### src/rtl/riscv_pkg.sv
// Types and funct3 encodings shared by the MEM-stage load/store unit.
package riscv_pkg;

    localparam logic [2:0] F3_B  = 3'b000;
    localparam logic [2:0] F3_H  = 3'b001;
    localparam logic [2:0] F3_W  = 3'b010;
    localparam logic [2:0] F3_BU = 3'b100;
    localparam logic [2:0] F3_HU = 3'b101;

    typedef enum logic [1:0] {
        IDLE = 2'd0,
        REQ  = 2'd1,
        RSP  = 2'd2,
        DONE = 2'd3
    } lsu_state_t;

endpackage

### src/rtl/mem_lsu_align.sv
// Byte-lane steering for the LSU: store enables/replication, load extract/extend,
// and the legality check for the size/offset/funct3 combination.
module mem_lsu_align
    import riscv_pkg::*;
(
    input  logic        st,
    input  logic [2:0]  func,
    input  logic [1:0]  offs,
    input  logic [31:0] wdata,
    input  logic [31:0] rdata,
    output logic        legal,
    output logic [3:0]  be,
    output logic [31:0] wdata_lane,
    output logic [31:0] rdata_fmt
);

    logic [7:0]  byte_sel;
    logic [15:0] half_sel;

    always_comb begin
        case (offs)
            2'd0:    byte_sel = rdata[7:0];
            2'd1:    byte_sel = rdata[15:8];
            2'd2:    byte_sel = rdata[23:16];
            default: byte_sel = rdata[31:24];
        endcase
        half_sel = offs[1] ? rdata[31:16] : rdata[15:0];
    end

    always_comb begin
        legal      = 1'b1;
        be         = 4'b1111;
        wdata_lane = wdata;
        rdata_fmt  = rdata;
        case (func)
            F3_B, F3_BU: begin
                // unsigned forms only exist for loads
                legal      = (func == F3_B) || !st;
                be         = 4'b0001 << offs;
                wdata_lane = {4{wdata[7:0]}};
                rdata_fmt  = (func == F3_B) ? {{24{byte_sel[7]}}, byte_sel} : {24'b0, byte_sel};
            end
            F3_H, F3_HU: begin
                legal      = !offs[0] && ((func == F3_H) || !st);
                be         = offs[1] ? 4'b1100 : 4'b0011;
                wdata_lane = {2{wdata[15:0]}};
                rdata_fmt  = (func == F3_H) ? {{16{half_sel[15]}}, half_sel} : {16'b0, half_sel};
            end
            F3_W: begin
                legal = (offs == 2'b00);
            end
            default: begin
                legal      = 1'b0;
                be         = 4'b0000;
                wdata_lane = '0;
                rdata_fmt  = '0;
            end
        endcase
    end

endmodule

### src/rtl/mem_lsu.sv
// MEM-stage load/store unit: one req/gnt (+rvalid for loads) bus transaction per
// EX/MEM memory op, with stall to the hazard unit and a bus timeout.
//
//  state | meaning
//  IDLE  | waiting for a load/store in EX/MEM; illegal ops pulse o_misalign here
//  REQ   | request on the bus, attributes held until gnt
//  RSP   | load granted, waiting for rvalid
//  DONE  | result presented on o_rdata/o_done; parked while i_hold
module mem_lsu
    import riscv_pkg::*;
#(
    parameter int MAX_WAIT = 255
)
(
    input  logic        i_clk,
    input  logic        i_rst_n,
    input  logic        i_ld,
    input  logic        i_st,
    input  logic [2:0]  i_func,
    input  logic [31:0] i_addr,
    input  logic [31:0] i_wdata,
    input  logic        i_hold,
    output logic        o_stall,
    output logic [31:0] o_rdata,
    output logic        o_done,
    output logic        o_misalign,
    output logic        o_err,
    output logic        o_dmem_req,
    input  logic        i_dmem_gnt,
    output logic        o_dmem_we,
    output logic [31:0] o_dmem_addr,
    output logic [3:0]  o_dmem_be,
    output logic [31:0] o_dmem_wdata,
    input  logic        i_dmem_rvalid,
    input  logic [31:0] i_dmem_rdata
);

    localparam int            CW      = $clog2(MAX_WAIT + 1);
    localparam logic [CW-1:0] CNT_MAX = CW'(MAX_WAIT);

    lsu_state_t    state_q, state_d;
    logic [CW-1:0] cnt_q;
    logic [31:0]   rdata_q;
    logic          run_q;
    logic          req, cnt_inc, cap_rdata, clr_rdata, timeout;
    logic          legal;
    logic [3:0]    be;
    logic [31:0]   wdata_lane, rdata_fmt;

    mem_lsu_align u_align (
        .st         (i_st),
        .func       (i_func),
        .offs       (i_addr[1:0]),
        .wdata      (i_wdata),
        .rdata      (i_dmem_rdata),
        .legal      (legal),
        .be         (be),
        .wdata_lane (wdata_lane),
        .rdata_fmt  (rdata_fmt)
    );

    assign timeout = (cnt_q == CNT_MAX);

    always_comb begin
        state_d    = state_q;
        o_stall    = 1'b0;
        o_done     = 1'b0;
        o_misalign = 1'b0;
        o_err      = 1'b0;
        req        = 1'b0;
        cnt_inc    = 1'b0;
        cap_rdata  = 1'b0;
        clr_rdata  = 1'b0;
        case (state_q)
            IDLE: begin
                // run_q keeps IDLE outputs quiet while reset is asserted
                if (run_q && (i_ld || i_st)) begin
                    if (legal) begin
                        o_stall = 1'b1;
                        state_d = REQ;
                    end else begin
                        o_misalign = 1'b1;
                    end
                end
            end
            REQ: begin
                o_stall = 1'b1;
                if (timeout) begin
                    o_err     = 1'b1;
                    clr_rdata = 1'b1;
                    state_d   = DONE;
                end else begin
                    req     = 1'b1;
                    cnt_inc = 1'b1;
                    if (i_dmem_gnt) begin
                        if (i_st) begin
                            clr_rdata = 1'b1;
                            state_d   = DONE;
                        end else begin
                            state_d = RSP;
                        end
                    end
                end
            end
            RSP: begin
                o_stall = 1'b1;
                if (timeout) begin
                    o_err     = 1'b1;
                    clr_rdata = 1'b1;
                    state_d   = DONE;
                end else begin
                    cnt_inc = 1'b1;
                    if (i_dmem_rvalid) begin
                        cap_rdata = 1'b1;
                        state_d   = DONE;
                    end
                end
            end
            DONE: begin
                o_done = 1'b1;
                if (!i_hold) state_d = IDLE;
            end
            default: state_d = IDLE;
        endcase
    end

    always_ff @(posedge i_clk or negedge i_rst_n) begin
        if (!i_rst_n) begin
            state_q <= IDLE;
            cnt_q   <= '0;
            rdata_q <= '0;
            run_q   <= 1'b0;
        end else begin
            state_q <= state_d;
            run_q   <= 1'b1;
            if (state_q == IDLE && state_d == REQ) cnt_q <= '0;
            else if (cnt_inc)                      cnt_q <= cnt_q + 1'b1;
            if (clr_rdata)      rdata_q <= '0;
            else if (cap_rdata) rdata_q <= rdata_fmt;
        end
    end

    assign o_rdata      = (state_q == DONE) ? rdata_q : '0;
    assign o_dmem_req   = req;
    assign o_dmem_we    = req & i_st;
    assign o_dmem_addr  = req ? {i_addr[31:2], 2'b00} : '0;
    assign o_dmem_be    = req ? be : '0;
    assign o_dmem_wdata = (req && i_st) ? wdata_lane : '0;

endmodule

### config.mk
export PLATFORM = sky130hd
export DESIGN_NAME = mem_lsu
export DESIGN_NICKNAME = d
export VERILOG_FILES = /design/src/rtl/riscv_pkg.sv /design/src/rtl/mem_lsu_align.sv /design/src/rtl/mem_lsu.sv
export SDC_FILE = /design/constraint.sdc
export NUM_CORES = 1
export LEC_CHECK = 0
export CAP_MARGIN = 5
export CORE_ASPECT_RATIO = 1.2
export CORE_UTILIZATION = 35
export CTS_CLUSTER_SIZE = 8
export DETAILED_ROUTE_END_ITERATION = 10
export MAX_ROUTING_LAYER = met4
export PLACE_DENSITY_LB_ADDON = 0.15
export SKIP_LAST_GASP = 1
export SLEW_MARGIN = 20
export SYNTH_ARGS = -nofsm -noshare
export SYNTH_HDL_FRONTEND = slang
export SYNTH_SLANG_ARGS = --single-unit
### constraint.sdc
create_clock -name i_clk -period 2 [get_ports i_clk]
set_input_delay 0.3 -clock i_clk [delete_from_list [all_inputs] [get_ports i_clk]]
set_output_delay 0.3 -clock i_clk [all_outputs]
set_load 0.005 [all_outputs]
# Word-level counts from Yosys, hierarchy flattened
# Cells that the tools add are included.
[op_classes]
add_sub_neg = 1
eq_ne = 11
shifts = 1
muxes = 45
bitwise = 1
reduce_logical = 17
[op_table]
columns = ["cell", "count"]
rows = [
  ["two-way mux 32 bit", 7],
  ["case mux 32 bit (3 select lines)", 2],
  ["case mux 8 bit (3 select lines)", 1],
  ["two-way mux 1 bit", 18],
  ["two-way mux 16 bit", 1],
  ["two-way mux 8 bit", 2],
  ["two-way mux 2 bit", 7],
  ["case mux 4 bit (3 select lines)", 1],
  ["adder 8 x 1 -> 8 bit (second input constant)", 1],
  ["equality test 8 bit (second input constant)", 1],
  ["two-way mux 4 bit", 2],
  ["case mux 2 bit (4 select lines)", 1],
  ["equality test 2 x 1 -> 1 bit (second input constant)", 3],
  ["equality test 2 bit (second input constant)", 3],
  ["equality test 3 bit (second input constant)", 2],
  ["OR reduction 2 bit", 3],
  ["logical AND 1 bit", 4],
  ["zero test 2 bit", 2],
  ["case mux 1 bit (2 select lines)", 2],
  ["nonzero test 2 bit", 2],
  ["<< shifter 1 x 2 -> 4 bit (first input constant)", 1],
  ["equality test 3 x 1 -> 1 bit (second input constant)", 1],
  ["equality test 3 x 2 -> 1 bit (second input constant)", 1],
  ["zero test 3 bit", 1],
  ["4 further kinds", 7],
]
[totals]
reg_bits = 43
input_bits = 106
out_inout_bits = 106
elab_cells = 80

# Logic depth before layout (Yosys ltp)
[depth]
depth_word = 10
ltp_mapped = 8
ltp_nobuf = 7

# Cells and area by module
# A second synthesis with hierarchy kept.
[hier_totals]
hier_cells = 535
hier_area_um2 = 4229.1
[modules_own_cells]
columns = ["module", "instances", "cells_each", "area_per_inst_um2", "seq_area_each_um2"]
rows = [
  ["mem_lsu", 1, 333, 2802.7, 1076.0],
  ["mem_lsu_align", 1, 202, 1426.4, 0.0],
]

# Worst setup path before layout
# OpenSTA, ideal clock, no wires.
[synth_timing]
kind = "reg2reg"
startpoint = "reg state_q[0]"
endpoint = "reg rdata_q[22]"
setup_time_ns = 0.065
arrival_ns = 1.812
t_required_ns = 1.935
setup_slack_ns = 0.122
path_stages_with_launch = 8
n_path_buf = 1
synth_period_minus_slack_ns = 1.878
cell_sequence = "dfrtp_1 inv_1 ha_1 a41oi_1 nand3_2 nor2_2 buf_2 a22o_1"
[synth_via]
elab_chain_len = 3
elab_cells_between_ends = 6
cone_classes = "eq/ne (2); mux (3); reduce/logical (1)"
[synth_lines]
columns = ["element", "line", "source"]
rows = [
  ["start, declared", "mem_lsu.sv:41", "lsu_state_t state_q, state_d;"],
  ["start signal, assigned", "mem_lsu.sv:134", "state_q <= state_d;"],
  ["equality test 2 bit or equality test 2 x 1 -> 1 bit (tied branches)", "mem_lsu.sv:74", "case (state_q)"],
  ["case mux 1 bit (2 select lines) or two-way mux 1 bit (tied branches)", "mem_lsu.sv:74", ""],
  ["two-way mux 32 bit or nonzero test 2 bit (tied branches)", "n/a", ""],
  ["end signal, assigned", "mem_lsu.sv:139", "else if (cap_rdata) rdata_q <= rdata_fmt;"],
  ["end, declared", "mem_lsu.sv:43", "logic [31:0] rdata_q;"],
]
# Several ways; a longest one is shown, not always the timed one.
# A chain may end at the register's enable or synchronous reset.

# Worst setup path in the final report
[layout_timing]
startpoint = "reg cnt_q[0]"
endpoint = "out o_dmem_addr[16]"
[layout_via]
elab_chain_len = 4
[layout_lines]
columns = ["element", "line", "source"]
rows = [
  ["start, declared", "mem_lsu.sv:42", "logic [CW-1:0] cnt_q;"],
  ["start signal, assigned", "mem_lsu.sv:137", "else if (cnt_inc) cnt_q <= cnt_q + 1'b1;"],
  ["equality test 8 bit", "mem_lsu.sv:62", "assign timeout = (cnt_q == CNT_MAX);"],
  ["two-way mux 1 bit", "mem_lsu.sv:88", "if (timeout) begin"],
  ["two-way mux 1 bit", "mem_lsu.sv:74", ""],
  ["two-way mux 32 bit", "mem_lsu.sv:146", "assign o_dmem_addr = req ? {i_addr[31:2], 2'b00} : '0;"],
  ["end, declared", "mem_lsu.sv:31", "output logic [31:0] o_dmem_addr,"],
]
# Every way passes these cells.

==> summary.md <==
| Metric | Value |
|---|---|
| Inst Count DP | about 800 |
| Starting Density | a little over a third |
| Area contributors post-synth | dfrtp_1 30%, and2_1 7.7%, a21oi_1 5.6% |
| Comb pwr share | 62.0% |
| Placed Instance Area | 6170 sq um |
| Fin nets | 838 |
| Hold slack | 0.490 ns |
| #FFs+latches synth | 43 |
| Hold Fails Final Rpt | 0 |
| Row cnt | 39 |
| Total number of vias | 4653 |
| Boundary Pins | 212 |
| Die area | 10600 sq um |
| Reg-to-Reg End | rdata_q[24] |
| Grt total ovfl | 0 |
| Vias in the first global route | 4744 |
| H-tree depth | 2 |
| Hold_sp | rdata_q[1] |
| Starting DRT DRC Count | 269 |
| Pwr/cell area | 837 nW/um^2 |
| Clk slew on worst S/H paths | 0.07 ns |
| Detailed Route WL | between 15000 and 20000 um |
| Ranking of synthesized cells by instance count | 48 x nor2_1, 44 x and2_1, 43 x dfrtp_1 |
| Sequential power share | 24.0% |
| RSZ-0062 raised after global routing | true |
| Global router's overall resource usage | 29.6% |
| FF-to-FF path depth | 11 |
| Clk pwr share | 14.0% |
| Int Power | 3760 uW |
| CTS tree | built |
| PortBufs | between 200 and 250 |
| Dpl ws | -0.491 ns |
| Critical path type | flop to output pin |
| R2r startpoint | cnt_q[0] |
| Count of cell types in the netlist | 51 |
| First-pass GRT wire length | 23600 um |
| Share of cells above drive strength 1 | 34.9% |
| DP HPWL | 10900 um |
| FF-to-FF setup slack | -0.14 ns |
| Wirelength per Cell | 18.6 um |
| Vias per cell | 5.46 |
| Synth Warn # | 0 |
| Final Critical Period | 2.19 ns |
| Finished Cell Area | around 7100 sq um |
| Initial antenna violation count | 1 |
| DRT Pass-1 Iters | 5 |
| Worst Hold Depth | 1 |
| # fillers | 714 |
| Syn Area/Cell | 8.17 sq um |
| Die Wd | 94.0 um |
| Register area share after synthesis | 30.3% |
| Final std cells w/o fill | roughly 850 |
| Most frequent cell after synthesis | nor2_1 |
| Final core occ | 72.7% |
| Asr flop ratio synth | 100% |
| Placer Congestion | 0.910 |
| Clk sinks | 43 |
| Worst-Margin Slew | 0.626 ns |
| Final setup margin | -0.194 ns |
| Leak | 0.00346 uW |
| Slew Limit Fails | 0 |
| Failing checks | negative setup slack |
| Net Switching | 2150 uW |
| Largest net degree at the start of global routing | 44 |
| Critical Path Start Type | flop |
| Synthesized cell area | 3550 sq um |
| Number of setup violations in the final report | approximately 100 |
| Instance count of the mapped netlist | roughly 440 |
| CTS buffer count | 5 |
| Max FO, Critical Path | 8 |
| Core footprint | 9710 sq um |
| Post-DRT Antenna Nets | 0 |
| Latest clock arrival within the worst-skew pair | 0.29 ns |
| Worst vdd ir | slightly below 0.6 mV |
| Hold Path Sink | rdata_q[1] |
| Fin crit share | 110% |
| WP data required | 1.70 ns |
| Status | finished with violations |
| Switch share | 36.4% |
| Worst Setup End Kind | output pin |
| Max frequency | 456 MHz |
| Cell chosen for the clock root | clkbuf_16 |
| Area share of the largest cell type after synthesis | 30.3% |
| Area grow syn2layout | 98.5% |
| Cell taking the most area after synthesis | dfrtp_1 |
| Arrival time at the worst endpoint | 1.89 ns |
| EDFF count, synth | 0 |
| DRC | 0 |
| Max cap viols | 0 |
| Worst rel slew slack | 58.2% |
| Die extent in y | 112 um |
| Clock skew | ~0.0067 ns |
| Worst min-delay path class | flop to flop |
| Clock Path Buffers | 2 |
| Post-synth top flop | dfrtp_1 |
==> layout by cell type, fill, tap and decap left out, types with 17 or more instances in the layout <==
cell type         n
buf_4            73
and3_1           18
dfrtp_1          43
dlygate4sd2_1    45
mux2i_1          17
buf_2            30
a21oi_1          32
buf_6            42
nand2_1          36
clkdlybuf4s50_1  99
and2_1           35
nor2_1           31
==> metal layers <==
layer	GRT usage [%]	vias up	routed length [um]
met5	-	-	0
met4	10.7	0	487
met3	5.08	41	940
met2	53.1	261	8530
met1	32.4	2209	5850
li1	-	2142	-
==> power groups by stage <==
stage / clock network, uW / logic (uW) / registers, uW
global placement: 0 / 2860 / 1400
detailed placement: 0 / 2900 / 1410
floorplan: 0 / 1370 / 1360
finish: 828 / 3660 / 1420
global route: 877 / 3930 / 1460
CTS: 839 / 3380 / 1400
==> critical path, stage by stage (launching register included) <==
cell	delay (ns)
dfrtp_1	0.39
ha_4	0.17
nand4_4	0.07
or2_4	0.32
buf_12	0.15
buf_16	0.13
buf_6	0.10
and3_4	0.16
buf_6	0.11
==> stage by stage <==
| stage | total power [uW] | setup TNS [ns] |
|---|---|---|
| global route | 6260 | -16.35 |
| detailed placement | 4310 | -30.71 |
| finish | 5910 | -10.53 |
| CTS | 5620 | -13.01 |
| global placement | 4250 | -26.92 |
| floorplan | 2720 | 0 |
==> flip-flops by register name, indices dropped and copies added (netlist names) <==
signal and cells:
rdata_q 32, cnt_q 8, state_q 2, run_q 1
==> logic make-up after synthesis <==
family | synth area share (%)
and+or+nand+nor | 28.1
xor gates and xnor gates | 1.72
DFF | 30.3
buffers and inverters | 6.12
other | 0.211
adders and majority gates | 1.76
AOI/OAI and AO/OA | 25.1
muxes | 6.69
==> layout make-up <==
cell class                 count  area (sq um)  area share [%]
antenna                        1          2.50          0.0355
clock buffer                   5           125            1.77
sequential                    43          1080            15.2
inverter                       6          22.5           0.319
timing repair buffer         321          3060            43.4
tap                          123           154            2.18
multi-input combinational    350          2590            36.7
clock inverter                 3          23.8           0.337
==> worst max-delay path by stage <==
stage	start	endpoint	slack, ns	cells past startpoint
after floorplan	state_q[0]	rdata_q[22]	0.12	7
after global placement	i_func[2]	o_dmem_wdata[2]	-0.43	5
after detailed placement	i_func[0]	o_dmem_wdata[19]	-0.49	7
after CTS	cnt_q[1]	o_dmem_addr[16]	-0.22	8
after global routing	cnt_q[0]	o_dmem_wdata[17]	-0.24	9
final	cnt_q[0]	o_dmem_addr[16]	-0.19	8
==> timing repair <==
action | CTS | global route
hold buffers | 1 | 0
resized for setup | 336 | 70
setup endpoints to repair | 136 | 126
endpoints found under the hold margin | 39 | 0
setup buffers | 34 | 11
cloned | 7 | 0
pin swaps | 41 | 23
(Power assumes the default switching activity.)
